## config.mk

```make
export PLATFORM = sky130hd
export DESIGN_NAME = block_collision_scanner_flat
export DESIGN_NICKNAME = d
export VERILOG_FILES = /design/src/rtl/block_collision_scanner_if.sv /design/src/rtl/block_collision_scanner.sv /design/src/flat_wrapper.sv
export SDC_FILE = /design/constraint.sdc
export NUM_CORES = 1
export LEC_CHECK = 0
export ABC_AREA = 1
export ABC_CLOCK_PERIOD_IN_PS = 4600
export CELL_PAD_IN_SITES_DETAIL_PLACEMENT = 0
export CELL_PAD_IN_SITES_GLOBAL_PLACEMENT = 2
export CORE_ASPECT_RATIO = 1.5
export CORE_MARGIN = 2
export CORE_UTILIZATION = 30
export CTS_CLUSTER_DIAMETER = 120
export CTS_CLUSTER_SIZE = 8
export DETAILED_ROUTE_END_ITERATION = 6
export GPL_ROUTABILITY_DRIVEN = 1
export PLACE_DENSITY = 0.91
export SLEW_MARGIN = 15
export SYNTH_ARGS = -nofsm -noshare
export SYNTH_HDL_FRONTEND = slang
export SYNTH_SLANG_ARGS = --single-unit
```

## constraint.sdc

```tcl
create_clock -name clk -period 4.6 [get_ports clk]
set_input_delay 0.92 -clock clk [delete_from_list [all_inputs] [get_ports clk]]
set_output_delay 0.92 -clock clk [all_outputs]
set_load 0.01 [all_outputs]
```

## src/rtl/block_collision_scanner_if.sv

```systemverilog
// block_collision_scanner_if: scan request, block-manager read port and collision result bundle
interface block_collision_scanner_if;
  logic        start;
  logic [31:0] doodleX;
  logic [31:0] doodleY;
  logic        isFalling;
  logic [31:0] rdCol;
  logic [31:0] rdRow;
  logic [31:0] blockX;
  logic [31:0] blockY;
  logic        blockActive;
  logic        busy;
  logic        done;
  logic        hasCollide;
  logic [31:0] collisionX;
  logic [31:0] collisionY;
  modport master (
    output start, doodleX, doodleY, isFalling, blockX, blockY, blockActive,
    input  rdCol, rdRow, busy, done, hasCollide, collisionX, collisionY
  );
  modport slave (
    input  start, doodleX, doodleY, isFalling, blockX, blockY, blockActive,
    output rdCol, rdRow, busy, done, hasCollide, collisionX, collisionY
  );
endinterface

```

## src/rtl/block_collision_scanner.sv

```systemverilog
// block_collision_scanner: walks the block grid one read per cycle and reports the first block the falling doodle lands on
module block_collision_scanner #(
  parameter int SCREEN_WIDTH  = 640,
  parameter int SCREEN_HEIGHT = 480,
  parameter int BLOCK_WIDTH   = 64,
  parameter int BLOCK_HEIGHT  = 16,
  parameter int DOODLE_WIDTH  = 32
) (
  input logic clk,
  input logic reset,
  block_collision_scanner_if.slave bus
);
  localparam int W = SCREEN_WIDTH / BLOCK_WIDTH;
  localparam int H = SCREEN_HEIGHT / BLOCK_HEIGHT;
  typedef enum logic [1:0] {IDLE, SCAN, WAIT} state_t;
  state_t      state;
  logic [31:0] dx, dy, pcol, prow;
  logic        vld, hit, last, col_end;
  // 33-bit compares so a doodle or block near 2^32 cannot wrap into a false miss
  always_comb begin
    hit = vld && bus.blockActive
      && ({1'b0, dx} + 33'(DOODLE_WIDTH) > {1'b0, bus.blockX})
      && ({1'b0, dx} < {1'b0, bus.blockX} + 33'(BLOCK_WIDTH))
      && (bus.blockY <= dy)
      && ({1'b0, dy} < {1'b0, bus.blockY} + 33'(BLOCK_HEIGHT));
    col_end = bus.rdCol == 32'(W - 1);
    last = col_end && bus.rdRow == 32'(H - 1);
  end
  always_ff @(posedge clk) begin
    if (reset) begin
      state          <= IDLE;
      dx             <= '0;
      dy             <= '0;
      pcol           <= '0;
      prow           <= '0;
      vld            <= 1'b0;
      bus.rdCol      <= '0;
      bus.rdRow      <= '0;
      bus.busy       <= 1'b0;
      bus.done       <= 1'b0;
      bus.hasCollide <= 1'b0;
      bus.collisionX <= '0;
      bus.collisionY <= '0;
    end else begin
      bus.done       <= 1'b0;
      bus.hasCollide <= 1'b0;
      case (state)
        IDLE: if (bus.start) begin
          bus.collisionX <= '0;
          bus.collisionY <= '0;
          if (bus.isFalling) begin
            dx        <= bus.doodleX;
            dy        <= bus.doodleY;
            bus.rdCol <= '0;
            bus.rdRow <= '0;
            bus.busy  <= 1'b1;
            vld       <= 1'b0;
            state     <= SCAN;
          end else begin
            bus.done <= 1'b1;
          end
        end
        SCAN: if (hit) begin
          bus.collisionX <= pcol;
          bus.collisionY <= prow;
          bus.done       <= 1'b1;
          bus.hasCollide <= 1'b1;
          bus.busy       <= 1'b0;
          state          <= IDLE;
        end else begin
          pcol  <= bus.rdCol;
          prow  <= bus.rdRow;
          vld   <= 1'b1;
          state <= last ? WAIT : SCAN;
          if (!last) begin
            bus.rdCol <= col_end ? '0 : bus.rdCol + 32'd1;
            bus.rdRow <= col_end ? bus.rdRow + 32'd1 : bus.rdRow;
          end
        end
        WAIT: begin
          bus.collisionX <= hit ? pcol : '0;
          bus.collisionY <= hit ? prow : '0;
          bus.hasCollide <= hit;
          bus.done       <= 1'b1;
          bus.busy       <= 1'b0;
          state          <= IDLE;
        end
        default: state <= IDLE;
      endcase
    end
  end
endmodule

```

## src/flat_wrapper.sv

```systemverilog
// flat-port wrapper written by rule: the top's interface ports become plain ports
module block_collision_scanner_flat 
#(
  parameter int SCREEN_WIDTH  = 640,
  parameter int SCREEN_HEIGHT = 480,
  parameter int BLOCK_WIDTH   = 64,
  parameter int BLOCK_HEIGHT  = 16,
  parameter int DOODLE_WIDTH  = 32
)
  (clk, reset, bus_start, bus_doodleX, bus_doodleY, bus_isFalling, bus_blockX, bus_blockY, bus_blockActive, bus_rdCol, bus_rdRow, bus_busy, bus_done, bus_hasCollide, bus_collisionX, bus_collisionY);
  block_collision_scanner_if bus_i ();
  input logic clk;
  input logic reset;
  input wire logic [$bits(bus_i.start)-1:0] bus_start;
  input wire logic [$bits(bus_i.doodleX)-1:0] bus_doodleX;
  input wire logic [$bits(bus_i.doodleY)-1:0] bus_doodleY;
  input wire logic [$bits(bus_i.isFalling)-1:0] bus_isFalling;
  input wire logic [$bits(bus_i.blockX)-1:0] bus_blockX;
  input wire logic [$bits(bus_i.blockY)-1:0] bus_blockY;
  input wire logic [$bits(bus_i.blockActive)-1:0] bus_blockActive;
  output wire logic [$bits(bus_i.rdCol)-1:0] bus_rdCol;
  output wire logic [$bits(bus_i.rdRow)-1:0] bus_rdRow;
  output wire logic [$bits(bus_i.busy)-1:0] bus_busy;
  output wire logic [$bits(bus_i.done)-1:0] bus_done;
  output wire logic [$bits(bus_i.hasCollide)-1:0] bus_hasCollide;
  output wire logic [$bits(bus_i.collisionX)-1:0] bus_collisionX;
  output wire logic [$bits(bus_i.collisionY)-1:0] bus_collisionY;
  assign bus_i.start = bus_start;
  assign bus_i.doodleX = bus_doodleX;
  assign bus_i.doodleY = bus_doodleY;
  assign bus_i.isFalling = bus_isFalling;
  assign bus_i.blockX = bus_blockX;
  assign bus_i.blockY = bus_blockY;
  assign bus_i.blockActive = bus_blockActive;
  assign bus_rdCol = bus_i.rdCol;
  assign bus_rdRow = bus_i.rdRow;
  assign bus_busy = bus_i.busy;
  assign bus_done = bus_i.done;
  assign bus_hasCollide = bus_i.hasCollide;
  assign bus_collisionX = bus_i.collisionX;
  assign bus_collisionY = bus_i.collisionY;
  block_collision_scanner #(.SCREEN_WIDTH(SCREEN_WIDTH), .SCREEN_HEIGHT(SCREEN_HEIGHT), .BLOCK_WIDTH(BLOCK_WIDTH), .BLOCK_HEIGHT(BLOCK_HEIGHT), .DOODLE_WIDTH(DOODLE_WIDTH)) u_core (.clk(clk), .reset(reset), .bus(bus_i));
endmodule
```

==> summary.md, run 1 <==
| Metric | Value |
|---|---|
| Status | complete, no violations |
| Commonest non-fill, non-tap cell in the layout | nand2_1 |
| Hold endpoint | u_core.dx[2] |
| Syn_area_per_cell | 6.52 um^2 |
| Place WS | -467 ps |
| Full die area | 58000 um^2 |
| Final setup violation count | 0 |
| Worst-path clk slew | 50 ps |
| Post-synth EDFFs | 0 |
| Power Density | 328 nW/um^2 |
| FFs w/ async S/R, synth | 0% |
| Fraction of layout cells with a size suffix above 1 | 9.55% |
| Worst Skew | 24.9 ps |
| Hold-critical path depth | 2 |
| TNS Setup | 0 ps |
| H-tree Lvls | 2 |
| TritonCTS clock tree | built |
| Hold Crit Class | reg -> reg |
| Setup ws final | 180 ps |
| Initial DRC count | 602 |
| Seq pwr share | 37.2% |
| Worst hold path startpoint | u_core.dx[2] |
| Fmax | 226 MHz |
| Final core utilization | 40.6% |
| GPL Wtd Cong | 0.900 |
| Sequential fraction of the synthesis area | 31.2% |
| Max-slew violations | 0 |
| R2R Setup Slk | 300 ps |
| Final Hold Viols | 0 |
| Critical Path RT | 5070 ps |
| Synth unique cells | 47 |
| Fin cells | 3612 |
| Synthesized cell area | 16800 um^2 |
| Setup crit start kind | input port |
| Crit path DAT | 4890 ps |
| Switching portion of total power | 32.8% |
| Die Y | 294 um |
| Vias in the first global route | 16700 |
| Initial Util | 30.2% |
| Comb power frac | 28.2% |
| Vias per Instance | 4.83 |
| Int Pwr | 4.98 mW |
| Leakage | 9.62 nW |
| Final min period | 4420 ps |
| Post-synth top flop | dfxtp_1 |
| Worst flop-to-flop path startpoint | u_core.dx[6] |
| Period utilisation layout | 96.1% |
| Initial antenna violation count | 1 |
| Pre-Repair DR Iteration Count | 7 |
| Die X | 197 um |
| Area growth, synth to finish | 34.4% |
| WL/cell | 16.3 um |
| Max_slew headroom | 26.9% |
| Crit-path max cell delay | 490 ps |
| Reg2reg end | u_core.bus.collisionY[14] |
| Cts hold-fix bufs | 0 |
| Hold_ws | 450 ps |
| Total routed wirelength | 58700 um |
| CP max stage cell | clkdlybuf4s50_1 |
| Yosys warning total | 0 |
| Flops & latches, synth | 262 |
| Slew @ Worst Pin | 1090 ps |
| Num CTS Buffers | 38 |
| Clock power frac | 34.5% |
| Syn_nets | 2846 |
| Ant diodes | 0 |
| Worst VDD drop | 256 uV |
| Core area | 55600 um^2 |
| # nets final | 3175 |
| CP most frequent cell | buf_4 |
| Cells after Synth | 2579 |
| Commonest cells after routing, fill and taps aside | 527 x nand2_1, 370 x nor2_1, 320 x inv_1, 261 x dfxtp_1, 257 x clkdlybuf4s50_1 |
| CP max FO | 8 |
| Ports | 264 |
| P_sw | 2.43 mW |
| Dpl hpwl | 42300 um |
| First-pass GRT wire length | 87700 um |
| Maxcap violations | 0 |
| Row count | 106 |
| Type of the worst setup path | in -> reg |
| Later-pin clock latency in the skew report | 560 ps |
| Crit. End Element | register |
| Total gr overflow | 0 |
| Root buffer cell | clkbuf_16 |
| DR vias | 17500 |
| Placed cell count | 3549 |
| Total GRT Usage | 18.8% |
| I/O Buffers | 263 |
| Largest net degree at the start of global routing | 89 |
| CTS Sinks | 262 |
| Max clock buf depth | 3 |
| Reg2Reg Depth | 28 |
| DRC viols | 0 |
| Post-route ant nets | 0 |
[power groups by stage]
stage / clock network [mW] / logic, mW / registers (mW)
floorplan: 0 / 1.11 / 2.79
global placement: 0 / 1.92 / 2.80
detailed placement: 0 / 1.94 / 2.80
CTS: 2.66 / 1.96 / 2.76
global route: 2.73 / 2.35 / 2.79
finish: 2.56 / 2.09 / 2.76
[sequential cells by signal (all words and copies together) (netlist names)]
| register | count |
|---|---|
| u_core.bus.rdRow | 32 |
| u_core.bus.hasCollide | 1 |
| u_core.state | 2 |
| u_core.dy | 32 |
| u_core.pcol | 32 |
| u_core.dx | 32 |
| u_core.bus.collisionY | 32 |
| u_core.bus.busy | 1 |
| u_core.bus.done | 1 |
| u_core.vld | 1 |
| u_core.bus.collisionX | 32 |
| u_core.prow | 32 |
| u_core.bus.rdCol | 32 |
[cell families after synthesis]
logic type,after synthesis,synth area share [%]
and+or+nand+nor,1232,31.0
buffers and inverters,442,10.6
AOI/OAI and AO/OA,434,13.3
DFF,262,31.2
adders and majority gates,134,9.98
xor gates and xnor gates,75,3.91
[layout make-up]
type                    instances  area, um^2
fillers                      5845       33000
multi-input cells            1875       10100
well taps                     702         878
inverters                     329        1250
flip-flops and latches        262        5250
repair buffers                402        4090
clock inverters                 2        32.5
clock buffers                  40         990
[worst max-delay path, delay by kind of cell]
family	cells	cell delay [ps]
AO/OA/AOI/OAI	2	280
AND/OR/NAND/NOR	15	1800
XOR/XNOR	1	130
adder cells (fa/ha/maj)	1	280
buffers and inverters	7	1440
[per-layer routing]
layer	vias up	routed length [um]	share of wire [%]	global-route usage, %
met5	-	13	0.022	0
met4	2	2270	3.9	7.83
met3	120	2810	4.8	3.39
met2	465	30600	52	34.3
met1	7904	23100	39	21.2
li1	8973	-	-	-
[what timing repair did]
action	CTS	global route
endpoints found under the setup margin	163	197
cloned	0	16
resized for setup	5	95
pin swaps	0	18
buffers inserted	0	5
[Yosys cell counts (26+ instances only)]
| library cell | count | share of area (%) |
|---|---|---|
| inv_1 | 326 | 7.3 |
| nand3_1 | 135 | 4.0 |
| nor2_1 | 396 | 8.8 |
| clkbuf_1 | 70 | 1.6 |
| nor3_1 | 54 | 1.6 |
| ha_1 | 134 | 10 |
| a21oi_1 | 215 | 6.4 |
| xor2_1 | 66 | 3.4 |
| nand2_1 | 531 | 12 |
| dfxtp_1 | 262 | 31 |
| nand4_1 | 50 | 1.9 |
| o21ai_0 | 185 | 5.5 |
| nor4_1 | 26 | 0.97 |
[stage by stage]
step,power [mW],area (um^2)
floorplan,3.90,16800
global placement,4.72,20800
detailed placement,4.74,20800
CTS,7.37,21900
global route,7.87,22600
finish,7.41,22600
[how the worst max path moves through the flow]
| stage | start | to | slack, ps |
|---|---|---|---|
| 2_1_floorplan | bus_blockY[4] | u_core.bus.collisionX[10] | 320 |
| 3_3_place_gp | bus_blockY[4] | u_core.pcol[14] | -450 |
| 3_5_place_dp | bus_blockY[4] | u_core.pcol[12] | -470 |
| 4_1_cts | u_core.dx[5] | u_core.bus.collisionY[14] | 20 |
| 5_1_grt | bus_blockX[8] | u_core.bus.collisionX[15] | -20 |
| 6_report | bus_blockX[8] | u_core.bus.collisionY[14] | 180 |
(Power assumes the default switching activity.)
==> inputs of run 2 (changes only) <==
--- a/config.mk
+++ b/config.mk
@@ -21,3 +21,4 @@
 export SYNTH_ARGS = -nofsm -noshare
 export SYNTH_HDL_FRONTEND = slang
 export SYNTH_SLANG_ARGS = --single-unit
+export TNS_END_PERCENT = 100
==> results of run 2 <==
No change in the layout: final DEF, timing and power equal those of run 1.
